## config.mk

```make
export PLATFORM = sky130hd
export DESIGN_NAME = program_loader
export DESIGN_NICKNAME = d
export VERILOG_FILES = /design/src/rtl/program_loader.sv
export SDC_FILE = /design/constraint.sdc
export NUM_CORES = 1
export LEC_CHECK = 0
export ABC_AREA = 1
export CORE_MARGIN = 3
export CORE_UTILIZATION = 35
export DETAILED_ROUTE_END_ITERATION = 8
export PLACE_DENSITY = 0.63
export SKIP_CTS_REPAIR_TIMING = 1
export SLEW_MARGIN = 5
export SYNTH_ARGS = -nofsm -noshare
export SYNTH_HDL_FRONTEND = slang
export SYNTH_SLANG_ARGS = --single-unit
```

## constraint.sdc

```tcl
create_clock -name CLK -period 2.1 [get_ports CLK]
set_input_delay 0.315 -clock CLK [delete_from_list [all_inputs] [get_ports CLK]]
set_output_delay 0.315 -clock CLK [all_outputs]
set_load 0.05 [all_outputs]
```

## src/rtl/program_loader.sv

```systemverilog
// Boot loader: framed byte stream -> big-endian 32-bit words written to instruction memory from word 0.
// Latency: every output is registered; one edge from the deciding accept (or start) to the visible effect.
// Backpressure: rx_ready is high only while a frame byte is expected and drops for the one-cycle memory write.
module program_loader #(
    parameter int ADDR_WIDTH = 6,
    parameter int TIMEOUT    = 1000000
) (
    input  logic                  CLK,
    input  logic                  RST,
    input  logic                  start,
    input  logic [7:0]            rx_data,
    input  logic                  rx_valid,
    output logic                  rx_ready,
    output logic                  imem_we,
    output logic [ADDR_WIDTH-1:0] imem_addr,
    output logic [31:0]           imem_wdata,
    output logic                  cpu_run,
    output logic                  busy,
    output logic                  done,
    output logic                  error,
    output logic [1:0]            err_code
);

    typedef enum logic [2:0] {
        S_IDLE, S_LEN_HI, S_LEN_LO, S_DATA, S_WRITE, S_CSUM, S_DONE, S_ERROR
    } state_e;

    // Largest legal word count is the full memory depth.
    localparam logic [16:0] CAPACITY = 17'(1) << ADDR_WIDTH;
    localparam bit          TMO_EN   = (TIMEOUT != 0);
    localparam logic [31:0] TMO_LAST = (TIMEOUT > 0) ? 32'(TIMEOUT - 1) : 32'd0;

    state_e                  state_q, state_d;
    logic [15:0]             len_q, len_d;
    logic [15:0]             word_idx_q, word_idx_d;
    logic [1:0]              byte_idx_q, byte_idx_d;
    logic [23:0]             shift_q, shift_d;
    logic [7:0]              xsum_q, xsum_d;
    logic [31:0]             tmo_q, tmo_d;
    logic [ADDR_WIDTH-1:0]   addr_q, addr_d;
    logic [31:0]             wdata_q, wdata_d;
    logic [1:0]              err_code_q, err_code_d;
    logic                    rx_ready_q, rx_ready_d;
    logic                    we_q, we_d;
    logic                    busy_q, busy_d;
    logic                    done_q, done_d;
    logic                    error_q, error_d;
    logic                    accept;

    // rx_ready_q is high exactly in the byte-receiving states, so it doubles as the handshake qualifier.
    assign accept = rx_valid & rx_ready_q;

    // Next-state logic: frame parsing, word assembly, checksum and idle timeout.
    always_comb begin
        state_d    = state_q;
        len_d      = len_q;
        word_idx_d = word_idx_q;
        byte_idx_d = byte_idx_q;
        shift_d    = shift_q;
        xsum_d     = xsum_q;
        tmo_d      = '0;
        addr_d     = addr_q;
        wdata_d    = wdata_q;
        err_code_d = err_code_q;

        case (state_q)
            S_IDLE, S_DONE, S_ERROR: begin
                if (start) begin
                    state_d    = S_LEN_HI;
                    word_idx_d = '0;
                    byte_idx_d = '0;
                    xsum_d     = '0;
                    err_code_d = 2'd0;
                end
            end
            S_LEN_HI: begin
                if (accept) begin
                    len_d[15:8] = rx_data;
                    xsum_d      = xsum_q ^ rx_data;
                    state_d     = S_LEN_LO;
                end
            end
            S_LEN_LO: begin
                if (accept) begin
                    len_d[7:0] = rx_data;
                    xsum_d     = xsum_q ^ rx_data;
                    if ({1'b0, len_q[15:8], rx_data} > CAPACITY) begin
                        state_d    = S_ERROR;
                        err_code_d = 2'd1;
                    end else if ({len_q[15:8], rx_data} == 16'd0) begin
                        state_d = S_CSUM;
                    end else begin
                        state_d = S_DATA;
                    end
                end
            end
            S_DATA: begin
                if (accept) begin
                    xsum_d     = xsum_q ^ rx_data;
                    byte_idx_d = byte_idx_q + 2'd1;
                    if (byte_idx_q == 2'd3) begin
                        // Fourth byte goes straight into the write word; the shifter holds the first three.
                        wdata_d = {shift_q, rx_data};
                        addr_d  = word_idx_q[ADDR_WIDTH-1:0];
                        state_d = S_WRITE;
                    end else begin
                        shift_d = {shift_q[15:0], rx_data};
                    end
                end
            end
            S_WRITE: begin
                word_idx_d = word_idx_q + 16'd1;
                state_d    = (word_idx_q == len_q - 16'd1) ? S_CSUM : S_DATA;
            end
            S_CSUM: begin
                if (accept) begin
                    if (rx_data == xsum_q) begin
                        state_d = S_DONE;
                    end else begin
                        state_d    = S_ERROR;
                        err_code_d = 2'd2;
                    end
                end
            end
            default: state_d = S_IDLE;
        endcase

        // Idle counter only runs while a byte is expected; any accept restarts it.
        if (rx_ready_q && !accept) begin
            tmo_d = tmo_q + 32'd1;
            if (TMO_EN && tmo_q == TMO_LAST) begin
                state_d    = S_ERROR;
                err_code_d = 2'd3;
            end
        end
    end

    // Output flags decoded from the next state so they appear registered, one edge after the cause.
    always_comb begin
        rx_ready_d = state_d inside {S_LEN_HI, S_LEN_LO, S_DATA, S_CSUM};
        we_d       = (state_d == S_WRITE);
        busy_d     = rx_ready_d | we_d;
        done_d     = (state_d == S_DONE);
        error_d    = (state_d == S_ERROR);
    end

    // State and output registers; reset returns to IDLE with every output low.
    always_ff @(posedge CLK or negedge RST) begin
        if (!RST) begin
            state_q    <= S_IDLE;
            len_q      <= '0;
            word_idx_q <= '0;
            byte_idx_q <= '0;
            shift_q    <= '0;
            xsum_q     <= '0;
            tmo_q      <= '0;
            addr_q     <= '0;
            wdata_q    <= '0;
            err_code_q <= '0;
            rx_ready_q <= 1'b0;
            we_q       <= 1'b0;
            busy_q     <= 1'b0;
            done_q     <= 1'b0;
            error_q    <= 1'b0;
        end else begin
            state_q    <= state_d;
            len_q      <= len_d;
            word_idx_q <= word_idx_d;
            byte_idx_q <= byte_idx_d;
            shift_q    <= shift_d;
            xsum_q     <= xsum_d;
            tmo_q      <= tmo_d;
            addr_q     <= addr_d;
            wdata_q    <= wdata_d;
            err_code_q <= err_code_d;
            rx_ready_q <= rx_ready_d;
            we_q       <= we_d;
            busy_q     <= busy_d;
            done_q     <= done_d;
            error_q    <= error_d;
        end
    end

    assign rx_ready   = rx_ready_q;
    assign imem_we    = we_q;
    assign imem_addr  = addr_q;
    assign imem_wdata = wdata_q;
    assign busy       = busy_q;
    assign done       = done_q;
    assign cpu_run    = done_q;
    assign error      = error_q;
    assign err_code   = err_code_q;

endmodule

```

After elaboration in Yosys (flattened, before gate mapping)
Index checks and enable logic that the tools add are counted.
{"block": "word_totals", "register_bits": 146, "in_bits": 12, "wordCells": 93, "out_inout_bits": 46}
{"block": "op_classes", "bitwise": 4, "n_eq_ne": 21, "add_sub_neg": 4, "n_reduce_logical": 17, "muxes": 30, "n_lt_le_gt_ge": 1}
{"op": "two-way mux 3 bit", "count": 11}
{"op": "adder 32 x 1 -> 32 bit, second input constant", "count": 1}
{"op": "equality test 32 x 20 -> 1 bit, second input constant", "count": 1}
{"op": "two-way mux 32 bit", "count": 1}
{"op": "case mux 16 bit (2 select lines)", "count": 1}
{"op": "equality test 3 bit, second input constant", "count": 8}
{"op": "two-way mux 2 bit", "count": 9}
{"op": "case mux 3 bit (6 select lines)", "count": 1}
{"op": "adder 16 x 1 -> 16 bit, second input constant", "count": 1}
{"op": "equality test 16 bit", "count": 1}
{"op": "> comparator 16 x 7 -> 1 bit, second input constant", "count": 1}
{"op": "zero test 16 bit", "count": 1}
{"op": "two-way mux 16 bit", "count": 1}
{"op": "two-way mux 8 bit", "count": 2}
{"op": "case mux 8 bit (2 select lines)", "count": 1}
{"op": "subtractor 16 x 1 -> 16 bit, second input constant", "count": 1}
{"op": "equality test 3 x 2 -> 1 bit, second input constant", "count": 4}
{"op": "AND reduction 3 bit", "count": 4}
{"op": "equality test 8 bit", "count": 1}
{"op": "bitwise XOR 8 bit", "count": 1}
{"op": "equality test 3 x 1 -> 1 bit, second input constant", "count": 2}
{"op": "case mux 2 bit (3 select lines)", "count": 1}
{"op": "AND reduction 2 bit", "count": 3}
{"op": "nonzero test 2 bit", "count": 3}
{"op": "other kinds (14)", "count": 16}

Longest topological paths before layout
Gate-level depths: netlist (run 1).
{"block": "logic_depth", "word_depth": 10, "ltp_mapped": 18, "ltp_nobuf": 18}

Least setup slack after synthesis (run 1)
OpenSTA, ideal clock, no wires.
{"block": "synth_path", "path_kind": "reg2reg", "startpoint": "register rx_ready_q (netlist: rx_ready)", "endpoint": "register busy_q (netlist: busy)", "synth_period_minus_slack_ns": 1.884, "arrival_time_ns": 1.759, "setup_slack_ns": 0.216, "required_time_ns": 1.975, "setup_time_ns": 0.125, "path_buffers": 0, "stages_incl_launch_ff": 9, "path_cell_list": "dfrtp_1 -> nand2_1 -> clkinv_1 -> nand2_2 -> o2111ai_1 -> a21oi_1 -> nand3_1 -> nand3_1 -> nand3_1"}
{"block": "synth_via", "elab_chain_cells": 8, "word_cells_on_any_way": 17, "cone_classes": "eq/ne: 5; mux: 7; bitwise: 2; reduce/logical: 3"}
{"element": "start: declaration", "line_no": "43", "text": "logic rx_ready_q, rx_ready_d;"}
{"element": "start signal: assignment", "line_no": "176", "text": "rx_ready_q <= rx_ready_d;"}
{"element": "bitwise AND 1 bit", "line_no": "51", "text": "assign accept = rx_valid & rx_ready_q;"}
{"element": "two-way mux 3 bit, on equally long branches"}
{"element": "case mux 3 bit (6 select lines)", "line_no": "66", "text": "case (state_q)"}
{"element": "two-way mux 3 bit", "line_no": "131", "text": "if (TMO_EN && tmo_q == TMO_LAST) begin"}
{"element": "two-way mux 3 bit *", "line_no": "129", "text": "if (rx_ready_q && !accept) begin"}
{"element": "net state_d[0]", "line_no": "33", "text": "state_e state_q, state_d;"}
{"element": "equality test 3 x 1 -> 1 bit, or another cell as far along", "line_no": "140", "text": "rx_ready_d = state_d inside {S_LEN_HI, S_LEN_LO, S_DATA, S_CSUM};"}
{"element": "nonzero test 4 bit", "line_no": "140"}
{"element": "bitwise OR 1 bit *", "line_no": "142", "text": "busy_d = rx_ready_d | we_d;"}
{"element": "net busy_d", "line_no": "45", "text": "logic busy_q, busy_d;"}
{"element": "end signal: assignment", "line_no": "178", "text": "busy_q <= busy_d;"}
{"element": "end: declaration", "line_no": "45"}
Mark *: on every way through the listed nets, which the timed path passes. The rest lies on a longest branch.
A chain may end at the register's enable or synchronous reset.

Worst setup path after layout (run 1)
{"block": "layout_path", "startpoint": "register tmo_q[0]", "endpoint": "register tmo_q[28]"}
{"block": "layout_via", "elab_chain_cells": 2}
{"element": "start: declaration", "line_no": "39", "text": "logic [31:0] tmo_q, tmo_d;"}
{"element": "start signal: assignment", "line_no": "172", "text": "tmo_q <= tmo_d;"}
{"element": "adder 32 x 1 -> 32 bit", "line_no": "130", "text": "tmo_d = tmo_q + 32'd1;"}
{"element": "two-way mux 32 bit", "line_no": "129"}
{"element": "net tmo_d[28]", "line_no": "39"}
The timed path passes the listed nets, and every way through them passes these cells.

==> impl_metrics.csv, run 1 <==
group,metric,value,unit
run_status,run_status,"finished clean",
global_route,antenna_found_initial,0,
synth,synthDistinctLibCells,48,
setup_path,path_buf_inv,1,
detailed_routing,wl,17800,um
synth,synth_edf_count,0,
timing,setup-tns-final,0,ns
clocking,cts_max_level,4,
global_route,grt-ovfl-total,0,
floorplan,die_w,151,um
timing,fin_skew,0.00901,ns
clocking,clock-sinks,146,
timing,max_clock_freq,0.479,GHz
floorplan,dieArea,0.0227,mm^2
placement,dp_slack,-0.0850,ns
clocking,clk_latency,0.42,ns
setup_path,r2r-end,"tmo_q[28]",
setup_path,crit_path_end_kind,"register",
layout,syn2layout_area_growth,27.4,%
synth,synth_top_area_share,49.8,%
detailed_routing,antenna_left,0,
setup_path,rr_startpoint,"tmo_q[0]",
timing,worst_pin_slew,0.568,ns
clocking,clockBufferDepth,2,
timing,rsz0062_at_grt,"true",
synth,syn-instance-count,909,
setup_path,cp_top_family,"simple AND/OR/NAND/NOR gates",
clocking,cts-root-buf,"clkbuf_16",
setup_path,r2r_cells,11,
placement,detailed_place_hpwl,13100,um
timing,finalCritPeriodShare,99.4,%
detailed_routing,drt_iter0_drc,407,
synth,async_flop_share,100,%
synth,synth_commonest_cells,"nand2_1 (230), dfrtp_1 (146), inv_1 (105), o21ai_0 (101), nor2_1 (80)",
detailed_routing,routedWlPerCell,13.9,um
global_route,track_usage,16.5,%
worst_hold_path,min_path_type,"primary input to asynchronous set/reset pin",
placement,placed_cell_area,0.00848,mm^2
setup_path,setup.worst_path.start_class,"register",
power,powerDensity,1330,mW/mm^2
layout,fin_area,0.00935,mm^2
synth,ys_seq_area_share,49.8,%
layout,fin_util,45.8,%
setup_path,worstSetupPathType,"register to register",
placement,io_buffers,57,
synth,yosysTopAreaCell,"dfrtp_1",
clocking,numCtsBuffers,17,
timing,setup_viol,0,
detailed_routing,vias_per_cell,4.80,
layout,drive_gt1_share,15.1,%
setup_path,arrival,2.40,ns
synth,synth_most_common_cell,"nand2_1",
clocking,clk_transition_reported_paths,0.06,ns
power,irDropWorstVdd,626,uV
layout,antennaDiodeCount,0,
setup_path,slowest_stage,"dfrtp_1",
timing,hold_violations,0,
layout,final_nets,1022,
floorplan,ioPinCount,58,
synth,synth-seq-cells,146,
clocking,cts_tree,"yes",
placement,gp_congestion,0.842,
setup_path,worst_ep_required_time,2.41,ns
global_route,grt_pass1_wl,29900,um
detailed_routing,num_vias,6176,
global_route,grt_max_degree,69,
setup_path,path_cells,"ha_4 -> nand2_4 -> nor2_4 -> nand4_4 -> nor2_4 -> nand2_4 -> nor4_4 -> buf_4 -> nor3b_4 -> a21oi_1 -> o21a_1",
power,leakagePower,4.31,nW
floorplan,die_h,151,um
synth,synth_area,0.00734,mm^2
setup_path,reg2reg_slack,0.01,ns
setup_path,cpPeakStageDelay,0.40,ns
floorplan,rows,52,
floorplan,initial_core_util,35.9,%
detailed_routing,drcViolationCount,0,
synth,yosys_warnings,0,
synth,mappedNetlistNets,925,
floorplan,core,0.0204,mm^2
timing,fin_crit,2.09,ns
timing,layout_setup_ws,0.0119,ns
timing,maxSlewViolCount,0,
synth,synthFlopType,"dfrtp_1",
timing,max_slew_margin,62.0,%
detailed_routing,dr.pass1.iters,5,
setup_path,cp_max_fo,4,
synth,synthTopCellsByArea,"dfrtp_1 (50%), nand2_1 (12%), o21ai_0 (6.9%)",
flow_run,drv.max_cap_violation_count,0,
synth,synth.avg_cell_area,8.07,um^2
global_route,grt_pass1_vias,5982,
[how the worst max path moves through the flow]
stage                     startpoint   endpoint  slack (ns)  cells after the start
after floorplan             rx_ready       busy        0.22                      8
after global placement    rx_data[3]       busy       -0.05                      8
after detailed placement  rx_data[5]       busy       -0.09                      8
after CTS                   tmo_q[0]  tmo_q[28]        0.03                     11
after global routing        tmo_q[0]  tmo_q[28]       -0.08                     11
final                       tmo_q[0]  tmo_q[28]        0.01                     11
[flip-flops by register name, summed over array words and instances, names as in the netlist, 2 cells and up]
name / cells
byte_idx_q: 2
err_code: 2
imem_addr: 6
imem_wdata: 32
len_q: 16
shift_q: 24
state_q: 3
tmo_q: 32
word_idx_q: 16
xsum_q: 8
[through the flow]
stage | hold WS, ns | cells | power, mW
floorplan | 0.0194 | 909 | 7.48
global placement | 0.192 | 1252 | 8.88
detailed placement | 0.192 | 1252 | 8.95
CTS | -0.263 | 1283 | 12.3
global route | 0.333 | 1288 | 13.4
finish | 0.318 | 1288 | 12.5
[cell usage in the layout, fill, tap and decap left out, types with 9 or more instances in the layout]
master,count
nand2_1,227
dfrtp_1,138
inv_1,103
o21ai_0,100
nor2_1,72
clkdlybuf4s50_1,56
nand3_1,41
buf_4,35
nor3_1,23
a21oi_1,20
clkbuf_16,17
xor2_1,16
nor2_2,16
nor2_4,15
nand4_1,14
inv_2,12
nor4_1,9
xnor2_1,9
[worst register-to-register path, cell delays in order (launching register included)]
cell     delay, ns
dfrtp_1       0.40
ha_4          0.17
nand2_4       0.06
nor2_4        0.14
nand4_4       0.10
nor2_4        0.16
nand2_4       0.08
nor4_4        0.28
buf_4         0.16
nor3b_4       0.22
a21oi_1       0.10
o21a_1        0.12
[layout make-up]
class,count,area (um^2)
timing repair buffer,99,956
multi-input combinational,626,3330
inverter,116,435
clock buffer,20,457
clock inverter,11,176
fill,2003,11100
sequential,146,3660
tap,270,338
[cell families after synthesis]
logic type,Yosys count,synth area share (%)
adders and majority gates,4,0.682
DFF,146,49.8
muxes,2,0.273
buffers and inverters,137,7.38
AOI/OAI and AO/OA,145,10.7
and+or+nand+nor,448,27.8
xor gates and xnor gates,27,3.43
[power by group]
part | switching, mW | leakage (nW) | internal [mW]
Combinational | 3.21 | 2.05 | 1.79
Clock | 1.23 | 0.307 | 2.06
Sequential | 0.625 | 1.95 | 3.57
[layer usage]
layer / vias to the layer above / wire length, um / track usage, %
met5: - / 0 / 0
met4: 0 / 222 / 4.62
met3: 18 / 448 / 3.17
met2: 70 / 8500 / 26.2
met1: 2954 / 8670 / 23.2
li1: 3134 / - / -
(Power assumes the default switching activity.)
==> run 2, diff against run 1 <==
--- a/config.mk
+++ b/config.mk
@@ -10,6 +10,7 @@
 export CORE_UTILIZATION = 35
 export DETAILED_ROUTE_END_ITERATION = 8
 export PLACE_DENSITY = 0.63
+export REMOVE_ABC_BUFFERS = 1
 export SKIP_CTS_REPAIR_TIMING = 1
 export SLEW_MARGIN = 5
 export SYNTH_ARGS = -nofsm -noshare
==> impl_metrics.csv, run 2 (synthesis results as in run 1) <==
group,metric,value,unit
run_status,run_status,"finished clean",
timing,fin_skew,0.00966,ns
floorplan,core,0.0204,mm^2
power,p_seq_share,34.0,%
timing,hold_violations,0,
placement,io_buffers,57,
setup_path,cp_max_fo,6,
clocking,cts_tree,"yes",
timing,hold_ws,0.391,ns
setup_path,worst_ep_required_time,2.46,ns
placement,placed_cell_area,0.00847,mm^2
power,power.switching,5.07,mW
layout,final_nets,1026,
global_route,antenna_found_initial,0,
timing,maxSlewViolCount,0,
layout,final_common_cell,"nand2_1",
clocking,clk_latency,0.43,ns
timing,setup_viol,0,
power,irDropWorstVdd,1010,uV
global_route,grt-ovfl-total,0,
placement,detailed_place_hpwl,12300,um
layout,antennaDiodeCount,0,
detailed_routing,drt_iter0_drc,377,
global_route,track_usage,15.8,%
layout,fin_area,0.00933,mm^2
detailed_routing,drcViolationCount,0,
clocking,cts_max_level,4,
clocking,clockBufferDepth,2,
timing,max_slew_margin,61.1,%
layout,final_cells,1293,
layout,layout_common_cells,"nand2_1 (226), dfrtp_1 (142), inv_1 (103)",
placement,place_inst,1252,
timing,fin_crit,2.06,ns
clocking,numCtsBuffers,17,
detailed_routing,routedWlPerCell,13.3,um
detailed_routing,vias_per_cell,4.77,
floorplan,rows,52,
layout,drive_gt1_share,15.8,%
floorplan,initial_core_util,35.9,%
layout,syn2layout_area_growth,27.1,%
layout,fill_cells,2018,
detailed_routing,dr.pass1.iters,4,
clocking,clock-sinks,146,
floorplan,dieArea,0.0227,mm^2
power,powerDensity,1310,mW/mm^2
placement,gp_congestion,0.850,
global_route,grt_pass1_vias,5869,
floorplan,die_w,151,um
setup_path,arrival,2.42,ns
power,p_clk_share,24.7,%
timing,worst_pin_slew,0.584,ns
clocking,clk_transition_reported_paths,0.07,ns
floorplan,ioPinCount,58,
timing,rsz0062_at_grt,"true",
timing,finalCritPeriodShare,98.0,%
flow_run,drv.max_cap_violation_count,0,
layout,fin_util,45.7,%
setup_path,setup.worst_path.start_class,"register",
setup_path,rr_startpoint,"tmo_q[13]",
detailed_routing,antenna_left,0,
setup_path,worstSetupPathType,"register to register",
global_route,grt_max_degree,67,
setup_path,reg2reg_slack,0.04,ns
timing,max_clock_freq,0.486,GHz
detailed_routing,wl,17200,um
power,leakagePower,4.28,nW
setup_path,r2r-end,"busy",
global_route,grt_pass1_wl,28800,um
setup_path,r2r_cells,7,
setup_path,startpoint,"tmo_q[13]",
power,switching_share,41.5,%
power,internal_power,7.13,mW
clocking,cts-root-buf,"clkbuf_16",
worst_hold_path,min_path_type,"primary input to asynchronous set/reset pin",
setup_path,crit_path_end_kind,"register",
detailed_routing,num_vias,6174,
power,combPwrFrac,41.3,%
floorplan,die_h,151,um
==> run 2: cell types whose count changed in the layout (fill, tap and decap cells not counted), sizes merged <==
cell / delta
buf: +4
bufinv: -2
clkbuf: -2
clkinv: +2
inv: +2
clkinvlp: +1
==> run 2: metrics by stage <==
step | setup TNS (ns) | setup slack [ns] | power [mW]
final | 0 | 0.0417 | 12.2
after global routing | -0.552 | -0.119 | 13.1
after CTS | -0.162 | -0.0778 | 12.0
after detailed placement | -0.0414 | -0.0295 | 8.91
after global placement | 0 | 0.00206 | 8.84
after floorplan | -3.53 | -0.145 | 7.42
==> run 2: per-layer routing <==
layer / share of wire [%] / vias to the layer above / GRT usage [%]
li1: - / 3134 / -
met1: 47 / 2915 / 20.8
met2: 48 / 108 / 26.0
met3: 3.7 / 17 / 3.53
met4: 1.3 / 0 / 5.17
met5: 0 / - / 0
==> run 2: cell type report <==
cell class	instances	area (um^2)	area share, %
flip-flops and latches	146	3660	39.2
multi-input cells	626	3340	35.8
repair buffers	103	970	10.4
inverters	116	435	4.67
clock buffers	18	429	4.60
well taps	270	338	3.62
clock inverters	14	156	1.68
==> run 2: worst max-delay path, cell delays in order, from the launching register on <==
cell     delay (ns)
dfrtp_1        0.46
nor4_1         0.42
nand4_1        0.22
nor3_1         0.23
nand2_1        0.21
nand3_1        0.21
nand3_1        0.14
nand3_2        0.11
==> run 2: power by group through the flow <==
stage	clock, mW	combinational (mW)	sequential [mW]
after CTS	3.08	4.77	4.13
final	3.01	5.04	4.15
after detailed placement	0	4.74	4.17
after floorplan	0	2.53	4.89
after global placement	0	4.68	4.16
after global routing	3.22	5.64	4.26
==> run 2: worst max path at each step <==
stage	endpoint	cells after the start
floorplan	shift_q[0]	4
global placement	cpu_run	8
detailed placement	busy	17
CTS	busy	17
global route	busy	7
finish	busy	7
==> run 3, diff against run 2 <==
--- a/config.mk
+++ b/config.mk
@@ -6,11 +6,13 @@
 export NUM_CORES = 1
 export LEC_CHECK = 0
 export ABC_AREA = 1
+export CAP_MARGIN = 30
 export CORE_MARGIN = 3
 export CORE_UTILIZATION = 35
 export DETAILED_ROUTE_END_ITERATION = 8
 export PLACE_DENSITY = 0.63
 export REMOVE_ABC_BUFFERS = 1
+export SETUP_SLACK_MARGIN = 0.5
 export SKIP_CTS_REPAIR_TIMING = 1
 export SLEW_MARGIN = 5
 export SYNTH_ARGS = -nofsm -noshare
==> constraint.sdc (replaced) <==
create_clock -name CLK -period 2.4 [get_ports CLK]
set_input_delay 0.36 -clock CLK [delete_from_list [all_inputs] [get_ports CLK]]
set_output_delay 0.36 -clock CLK [all_outputs]
set_load 0.05 [all_outputs]
==> impl_metrics.csv, run 3 (synthesis results as in run 1) <==
group,metric,value,unit
detailed_routing,vias_per_cell,4.79,
power,irDropWorstVdd,645,uV
setup_path,cp_max_fo,7,
global_route,grt-ovfl-total,0,
setup_path,setup.worst_path.start_class,"register",
setup_path,r2r-end,"busy",
detailed_routing,dr.pass1.iters,5,
detailed_routing,antenna_left,0,
floorplan,die_w,151,um
clocking,cts_tree,"yes",
layout,final_common_cell,"nand2_1",
setup_path,worst_ep_required_time,2.71,ns
setup_path,rr_startpoint,"len_q[6]",
clocking,cts-root-buf,"clkbuf_16",
setup_path,reg2reg_slack,0.33,ns
detailed_routing,drt_iter0_drc,445,
layout,drive_gt1_share,18.4,%
clocking,clk_latency,0.43,ns
power,powerDensity,1140,mW/mm^2
timing,fin_crit,2.07,ns
placement,gp_congestion,0.848,
global_route,track_usage,15.7,%
floorplan,initial_core_util,35.9,%
global_route,grt_pass1_wl,28600,um
timing,finalCritPeriodShare,86.4,%
timing,fin_skew,0.0136,ns
global_route,antenna_found_initial,0,
timing,setup-tns-final,0,ns
clocking,clock-sinks,146,
run_status,run_status,"finished clean",
timing,hold_ws,0.463,ns
worst_hold_path,worstHoldEndpoint,"imem_wdata[27]",
clocking,numCtsBuffers,17,
timing,worst_pin_slew,0.589,ns
power,leakagePower,5.13,nW
power,finalPower,10.9,mW
floorplan,die_h,151,um
flow_run,drv.max_cap_violation_count,0,
layout,fin_util,46.7,%
placement,dp_slack,0.200,ns
layout,final_nets,1028,
worst_hold_path,min_path_type,"register to register",
floorplan,ioPinCount,58,
timing,max_clock_freq,0.482,GHz
layout,syn2layout_area_growth,30.1,%
global_route,grt_max_degree,67,
setup_path,r2r_cells,16,
floorplan,core,0.0204,mm^2
global_route,grt_pass1_vias,5732,
floorplan,rows,52,
setup_path,arrival,2.39,ns
placement,io_buffers,57,
clocking,clk_transition_reported_paths,0.07,ns
timing,max_slew_margin,60.7,%
detailed_routing,routedWlPerCell,13.3,um
floorplan,dieArea,0.0227,mm^2
timing,layout_setup_ws,0.325,ns
layout,antennaDiodeCount,0,
detailed_routing,num_vias,6206,
timing,setup_viol,0,
detailed_routing,wl,17200,um
timing,maxSlewViolCount,0,
clocking,cts_max_level,4,
layout,layout_common_cells,"nand2_1 (219), dfrtp_1 (138), inv_1 (102)",
worst_hold_path,hold_path_startpoint,"imem_wdata[27]",
timing,rsz0062_at_grt,"true",
placement,detailed_place_hpwl,11900,um
setup_path,worstSetupPathType,"register to register",
clocking,clockBufferDepth,2,
setup_path,crit_path_end_kind,"register",
timing,hold_violations,0,
worst_hold_path,whs_path_depth,2,
detailed_routing,drcViolationCount,0,
[run 3: cell types whose count changed in the layout (fill, tap and decap cells not counted), sizes merged]
cell	before	now
dlymetal6s2s	0	46
clkinvlp	2	3
clkinv	7	6
inv	119	120
clkdlybuf4s50	56	10
clkbuf	18	17
buf	46	48
[run 3: power by group]
| part | total [mW] | switching, mW | leakage (nW) | internal (mW) |
|---|---|---|---|---|
| logic | 4.51 | 2.89 | 2.89 | 1.62 |
| clock network | 2.69 | 1.13 | 0.289 | 1.56 |
| registers | 3.66 | 0.540 | 1.95 | 3.12 |
| total | 10.9 | 4.56 | 5.13 | 6.30 |
[run 3: critical path: stages (launching register included)]
cell	delay, ns
dfrtp_2	0.45
nor2_4	0.16
nand2_4	0.08
nor2_4	0.20
nand2_2	0.08
nand3_2	0.10
nand2_1	0.05
nor2_1	0.10
nand2_1	0.08
nor2_2	0.14
nand2_1	0.09
nand2_2	0.08
nand2_2	0.07
nand2_4	0.08
nand2_4	0.07
nand2_4	0.09
nand3_2	0.05
[run 3: per-stage QoR]
stage / cells / cell area, um^2
global placement: 1237 / 8330
CTS: 1269 / 8930
floorplan: 888 / 7230
finish: 1295 / 9550
global route: 1295 / 9550
detailed placement: 1237 / 8330
[run 3: worst max-delay path by stage]
stage / startpoint / slack [ns] / endpoint
finish: len_q[6] / 0.33 / busy
floorplan: rx_ready / 0.16 / shift_q[0]
CTS: len_q[0] / 0.18 / busy
global route: len_q[2] / 0.20 / cpu_run
detailed placement: rx_data[6] / 0.20 / busy
global placement: rx_data[3] / 0.22 / busy
[run 3: area by class of cell]
class                           count  area [um^2]
Clock inverter                     15          173
Timing Repair Buffer              105         1080
Tap cell                          270          338
Sequential cell                   146         3660
Fill cell                        1999        10900
Multi-Input combinational cell    626         3430
Inverter                          116          439
Clock buffer                       17          425
[run 3: routing by layer]
| layer | vias to the layer above | track usage, % | share of wire [%] |
|---|---|---|---|
| met1 | 2923 | 21.5 | 47 |
| met5 | - | 0 | 0 |
| met3 | 21 | 3.65 | 3.9 |
| met4 | 0 | 5.21 | 1.3 |
| li1 | 3149 | - | - |
| met2 | 113 | 24.5 | 48 |
